`src/rtl/bit32_mul.sv`:
```
// bit32_mul: sequential unsigned 32x8 multiplier producing an exact 40-bit product.
// A shift-add datapath retires one bit of B per clock. Every operation takes
// exactly eight iterations, even when B is zero, so the latency never varies.
// Result is registered and only changes when a product completes or on reset.
module bit32_mul (
   input  logic        clk,
   input  logic        rst_n,
   input  logic        start,
   input  logic [31:0] A,
   input  logic [7:0]  B,
   output logic        busy,
   output logic        done,
   output logic [39:0] Result
);

   typedef enum logic [1:0] {
      IDLE = 2'd0,
      RUN  = 2'd1,
      DONE = 2'd2
   } state_t;

   state_t      state;
   logic [39:0] acc;
   logic [39:0] a_shift;
   logic [7:0]  b_shift;
   logic [2:0]  count;
   logic [39:0] acc_next;
   logic        accept;

   // Accumulator value after the current iteration: add the shifted A when the multiplier LSB is set
   always_comb begin
      acc_next = acc;
      if (b_shift[0]) begin
         acc_next = acc + a_shift;
      end
   end

   // A new operation is taken from IDLE, or straight from DONE for back-to-back use; start during RUN is ignored
   always_comb begin
      accept = start && ((state == IDLE) || (state == DONE));
   end

   // Control state, shift-add datapath and registered outputs
   always_ff @(posedge clk or negedge rst_n) begin
      if (!rst_n) begin
         state   <= IDLE;
         acc     <= 40'd0;
         a_shift <= 40'd0;
         b_shift <= 8'd0;
         count   <= 3'd0;
         busy    <= 1'b0;
         done    <= 1'b0;
         Result  <= 40'd0;
      end else if (accept) begin
         state   <= RUN;
         acc     <= 40'd0;
         a_shift <= {8'd0, A};
         b_shift <= B;
         count   <= 3'd0;
         busy    <= 1'b1;
         done    <= 1'b0;
      end else begin
         case (state)
            IDLE: begin
               busy <= 1'b0;
               done <= 1'b0;
            end
            RUN: begin
               acc     <= acc_next;
               a_shift <= {a_shift[38:0], 1'b0};
               b_shift <= {1'b0, b_shift[7:1]};
               count   <= count + 3'd1;
               if (count == 3'd7) begin
                  state  <= DONE;
                  busy   <= 1'b0;
                  done   <= 1'b1;
                  Result <= acc_next;
               end
            end
            DONE: begin
               state <= IDLE;
               busy  <= 1'b0;
               done  <= 1'b0;
            end
            default: begin
               state <= IDLE;
               busy  <= 1'b0;
               done  <= 1'b0;
            end
         endcase
      end
   end

endmodule

```
`config.mk`:
```
export PLATFORM = sky130hd
export DESIGN_NAME = bit32_mul
export DESIGN_NICKNAME = d
export VERILOG_FILES = /design/src/rtl/bit32_mul.sv
export SDC_FILE = /design/constraint.sdc
export NUM_CORES = 1
export LEC_CHECK = 0
export CORE_MARGIN = 5
export CORE_UTILIZATION = 35
export DETAILED_ROUTE_END_ITERATION = 10
export HOLD_SLACK_MARGIN = 0.03
export MAX_ROUTING_LAYER = met4
export PLACE_DENSITY = 0.66
export SYNTH_ARGS = -nofsm -noshare
export SYNTH_HDL_FRONTEND = slang
export SYNTH_SLANG_ARGS = --single-unit
```
`constraint.sdc`:
```
create_clock -name clk -period 3.7 [get_ports clk]
set_clock_uncertainty 0.1 [all_clocks]
set_input_delay 0.74 -clock clk [delete_from_list [all_inputs] [get_ports clk]]
set_output_delay 0.74 -clock clk [all_outputs]
set_load 0.02 [all_outputs]
```
### After elaboration in Yosys (flattened, before gate mapping)

Index checks and enable logic that the tools add are counted.

| operators by class | value |
|---|---|
| equal/unequal tests | 5 |
| muxes and demuxes | 18 |
| reduce and logical (&&, ||, !) cells | 6 |
| add/sub/neg operators | 2 |
| bitwise logic cells | 1 |

Operator list:

| cell | count |
|---|---|
| $mux 40 | 5 |
| $add 40x40->40 | 1 |
| $mux 8 | 2 |
| $mux 1 | 6 |
| $mux 3 | 2 |
| $mux 2 | 2 |
| $pmux 2 s2 | 1 |
| $add 3x1->3 const B | 1 |
| $eq 3x3->1 const B | 1 |
| $ne 3x3->1 const B | 1 |
| $reduce_and 3->1 | 1 |
| $eq 2x1->1 const B | 1 |
| $eq 2x2->1 const B | 1 |
| $logic_not 2->1 | 1 |
| $ne 2x2->1 const B | 1 |
| $reduce_and 2->1 | 1 |
| $reduce_bool 2->1 | 1 |
| $logic_and 1x1->1 | 1 |
| $logic_or 1x1->1 | 1 |
| $not 1->1 | 1 |

| storage, ports and cells | value |
|---|---|
| word-level logic and storage cells | 40 |
| output and inout port bits | 42 |
| input bits | 43 |
| register bits after elaboration | 135 |

### Logic depth before layout (Yosys ltp)

| logic depth | value |
|---|---|
| depth after elaboration | 5 |
| depth in mapped cells | 12 |
| mapped depth without buffers | 12 |

### Worst setup path after synthesis

No wires, ideal clock.

| timing path | value |
|---|---|
| kind | register -> register |
| start | reg acc[0] |
| end | reg Result[36] |
| cell stages (with the launch flop) | 13 |
| setup time | 0.077 ns |
| data arrival time | 2.882 ns |
| required time | 3.523 ns |
| path slack | 0.641 ns |
| buffers on the path | 0 |
| period minus slack after synthesis | 3.059 ns |
| cells stage by stage | dfrtp_1 -> ha_1 -> fa_1 -> a211oi_1 -> nor2_1 -> o31ai_2 -> o22ai_2 -> o31ai_2 -> o31ai_1 -> a311oi_1 -> xnor2_1 -> mux2i_1 -> a21oi_1 |

| between the ends | value |
|---|---|
| cells in the longest elaborated chain, start to end | 2 |

RTL lines:

| item | line | text |
|---|---|---|
| start: declaration | 23 | `logic [39:0] acc;` |
| start signal: assignment | 69 | `acc <= acc_next;` |
| $add 40x40->40 | 34 | `acc_next = acc + a_shift;` |
| $mux 40 | 33 | `if (b_shift[0]) begin` |
| end signal: assignment | 77 | `Result <= acc_next;` |
| end: declaration | 13 | `output logic [39:0] Result` |

Every way passes these cells.
A chain may end at the register's enable or synchronous reset.

### Worst setup path in the final report

Same ends and word-level chain as after synthesis.

==> results.md <==
* Clock latency reported for the late side of the worst-skew pair at approximately 0.43 ns
* Max VDD drop at approximately 0.0004 V
* Number of vias in the routed layout at between 6000 and 7000
* I/O pin count at 85
* TritonCTS clock tree: yes
* Count of final hold-check violations at 0
* Die area at 0.0252 mm^2
* Worst-margin pin slew at between 0.8 and 0.9 ns
* Final setup vio count at 0
* Post-detailed-route wirelength per cell at 17.1 um
* Number of nets still failing antenna checks after routing at 0
* Power Density at between 1000 and 1500 mW/mm^2
* Clk root buf: sky130_fd_sc_hd__clkbuf_16
* Number of nets in the finished design at 999
* Maximum fanout along the worst path at 4
* Number of enable-type register cells in the synthesized netlist at 0
* Relative max-transition margin at 0.407
* Area of the placeable core at ~0.022 mm^2
* TritonCTS Buffers at 17
* Initial Utilization at 0.355
* Reg2Reg Capture Point: Result[36]$_DFFE_PN0P_
* Cell area after synthesis at between 0.007 and 0.008 mm^2
* Final WL at between 20 and 25 mm
* Pin count of the biggest net entering global routing at 62
* Sink count of the clock tree at roughly 140
* Number of global-route vias before repair at approximately 6300
* Power Total at 0.0102 W
* Most area-consuming cells after synthesis: sky130_fd_sc_hd__dfrtp_1 44%, sky130_fd_sc_hd__nand2_1 8.9%, sky130_fd_sc_hd__ha_1 6.6%
* Vias per std cell at 5.26
* Count of unique library cells instantiated by Yosys at 60
* Top_reg_cell synth: sky130_fd_sc_hd__dfrtp_1
* Drt pass-1 iters at 5
* Required time of the critical path at 3.87 ns
* Number of levels the H-tree was split into at 4
* Data arrival time of the worst path at 3.63 ns
* HP Class: in2async
* Worst Setup End Kind: flop
* Run status: complete, no violations
* Sequential cell area fraction in the yosys report at 0.437
* Fraction of registers with async set/reset at 1.00
* Fillers at around 2100
* Ratio of cells with drive above 1 in the final layout at 0.0712
* Initial antenna violation count at 0
* IO Port Bufs at 84
* Total Negative Setup Slacks at 0 ns
* Synthesized Nets at approximately 940
* Reg-to-reg slack, setup at approximately 0.23 ns
* Final weighted congestion of routability-driven global placement at about 0.9
* Buffers from clock root to sink, at most at 2
* Number of buffer and inverter instances along the worst setup path at 0
* Unrepaired setup endpoints after global routing: false
* Antenna diode instance count at 0
* First-iteration detailed-routing DRC count at 380
* Final Hold Slack at roughly 0.16 ns
* Overall routing resource usage at 0.173
* Max Clock Freq at between 200 and 300 MHz
* Area Overhead vs Synth at 23.0%
* Number of warnings issued by yosys at 0
* Synth Area per Inst at 9.07 um^2
* Width of the die at ~160 um
* Post-detailed-route DRC marker count at 0
* Crit path largest cell delay at 0.43 ns
* Final critical path time including I/O delays and setup at between 3 and 4 ns
* Overflow after GRT at 0
* Setup CP Type: reg2reg
* Most numerous cell types in the synthesized netlist: 184 x sky130_fd_sc_hd__nand2_1, 135 x sky130_fd_sc_hd__dfrtp_1, 72 x sky130_fd_sc_hd__o21ai_0
* Final worst path period share at 0.937
* Portion of synthesized cell area occupied by the leading cell type at 0.437
* Cells after synthesis at 852
* Number of pins exceeding their max-slew limit in the final report at 0
* Cell type contributing the most total cell area after synthesis: sky130_fd_sc_hd__dfrtp_1
* Number of flip-flops and latches in the synthesized netlist at 135
* Global-route wire length before repair at 33.6 mm
* Most frequent cell after synthesis: sky130_fd_sc_hd__nand2_1
* DP HPWL at between 10 and 15 mm
* List of cells traversed by the critical path: ha_1, fa_1, a211oi_1, nor2_1, o31ai_2, o22ai_2, o31ai_4, o31ai_1, a311oi_1, xnor2_1, mux2i_1, a21oi_1
* Clock-pin transition on the worst setup and hold timing paths at 0.06 ns
* Critical Path Slowest Stage Cell: sky130_fd_sc_hd__fa_1
* Reg2Reg Launch Point: acc[0]$_DFFE_PN0P_
* Worst r2r path cells at 12
* Final design utilization at 0.437
* CP top delay family: compound AO/OA/AOI/OAI gates
* Count of max-cap constraint violations at 0
* Hold-fix buffer count after cts at 0
* Setup crit start kind: flop
* Number of core rows at 54
* Standby leakage power at 4.38 nW
* Die height at ~160 um
## kinds of logic after synthesis
group	count (synthesis)	share of synthesized area
AO/OA/AOI/OAI	248	0.215
XOR/XNOR	37	0.0419
adder cells (fa/ha/maj)	42	0.0689
buffers and inverters	73	0.0361
flip-flops	135	0.437
multiplexers	31	0.0408
AND/OR/NAND/NOR	286	0.160
## metrics by stage
step	setup slack [ns]	area (um^2)	instances
floorplan	0.641	7730	852
global placement	0.307	8850	1175
detailed placement	0.216	8850	1175
CTS	0.188	9500	1207
global route	0.0462	9510	1207
finish	0.233	9510	1207
## final cells by class
| type | instances | area [um^2] | area share |
|---|---|---|---|
| Tap cell | 280 | 350 | 0.0368 |
| Multi-Input combinational cell | 644 | 4110 | 0.432 |
| Inverter | 20 | 75.1 | 0.00790 |
| Sequential cell | 135 | 3380 | 0.355 |
| Timing Repair Buffer | 96 | 945 | 0.0994 |
| Clock buffer | 18 | 439 | 0.0462 |
| Clock inverter | 14 | 209 | 0.0220 |
## per-layer routing
layer  vias to the layer above  global-route usage  share of wire
li1                       3163                   -              -
met5                         -                   -              0
met3                        15              0.0389          0.042
met2                       105               0.268           0.46
met1                      3067               0.237           0.49
met4                         0              0.0297         0.0074
## how the worst max path moves through the flow
| stage | start | end | cells after the start |
|---|---|---|---|
| 4_1_cts | acc[0]$_DFFE_PN0P_ | Result[36]$_DFFE_PN0P_ | 12 |
| 6_report | acc[0]$_DFFE_PN0P_ | Result[36]$_DFFE_PN0P_ | 12 |
| 5_1_grt | acc[0]$_DFFE_PN0P_ | Result[36]$_DFFE_PN0P_ | 12 |
| 2_1_floorplan | acc[0]$_DFFE_PN0P_ | Result[36]$_DFFE_PN0P_ | 12 |
| 3_3_place_gp | acc[0]$_DFFE_PN0P_ | Result[36]$_DFFE_PN0P_ | 12 |
| 3_5_place_dp | acc[0]$_DFFE_PN0P_ | Result[36]$_DFFE_PN0P_ | 12 |
## flip-flops by register name (all words and copies together) (netlist names)
name     cells
Result      40
count        3
b_shift      8
a_shift     40
acc         40
busy         1
done         1
state        2
## layout by cell type, fill, tap and decap left out, types with 16 or more instances in the layout
cell type                         count
sky130_fd_sc_hd__xnor2_1             20
sky130_fd_sc_hd__clkdlybuf4s50_1     83
sky130_fd_sc_hd__o21ai_0             72
sky130_fd_sc_hd__inv_1               20
sky130_fd_sc_hd__nor2_1              24
sky130_fd_sc_hd__nand3_1             34
sky130_fd_sc_hd__a22oi_1             38
sky130_fd_sc_hd__ha_1                41
sky130_fd_sc_hd__clkbuf_16           17
sky130_fd_sc_hd__mux2i_1             27
sky130_fd_sc_hd__a22o_1              16
sky130_fd_sc_hd__dfrtp_1            134
sky130_fd_sc_hd__nand2_1            182
sky130_fd_sc_hd__a21oi_1             40
sky130_fd_sc_hd__a21o_1              19
sky130_fd_sc_hd__xor2_1              17
## timing repair
item	4_1_cts	5_1_grt
gates resized for setup	0	1
endpoints found under the setup margin	0	1
buffers inserted	0	0
## where the power goes
| part | leakage, nW | internal, W | switching (W) |
|---|---|---|---|
| Sequential | 1.69 | 0.00218 | 0.000546 |
| Combinational | 2.37 | 0.00230 | 0.00334 |
| Clock | 0.308 | 0.00117 | 0.000707 |
(Power assumes the default switching activity.)
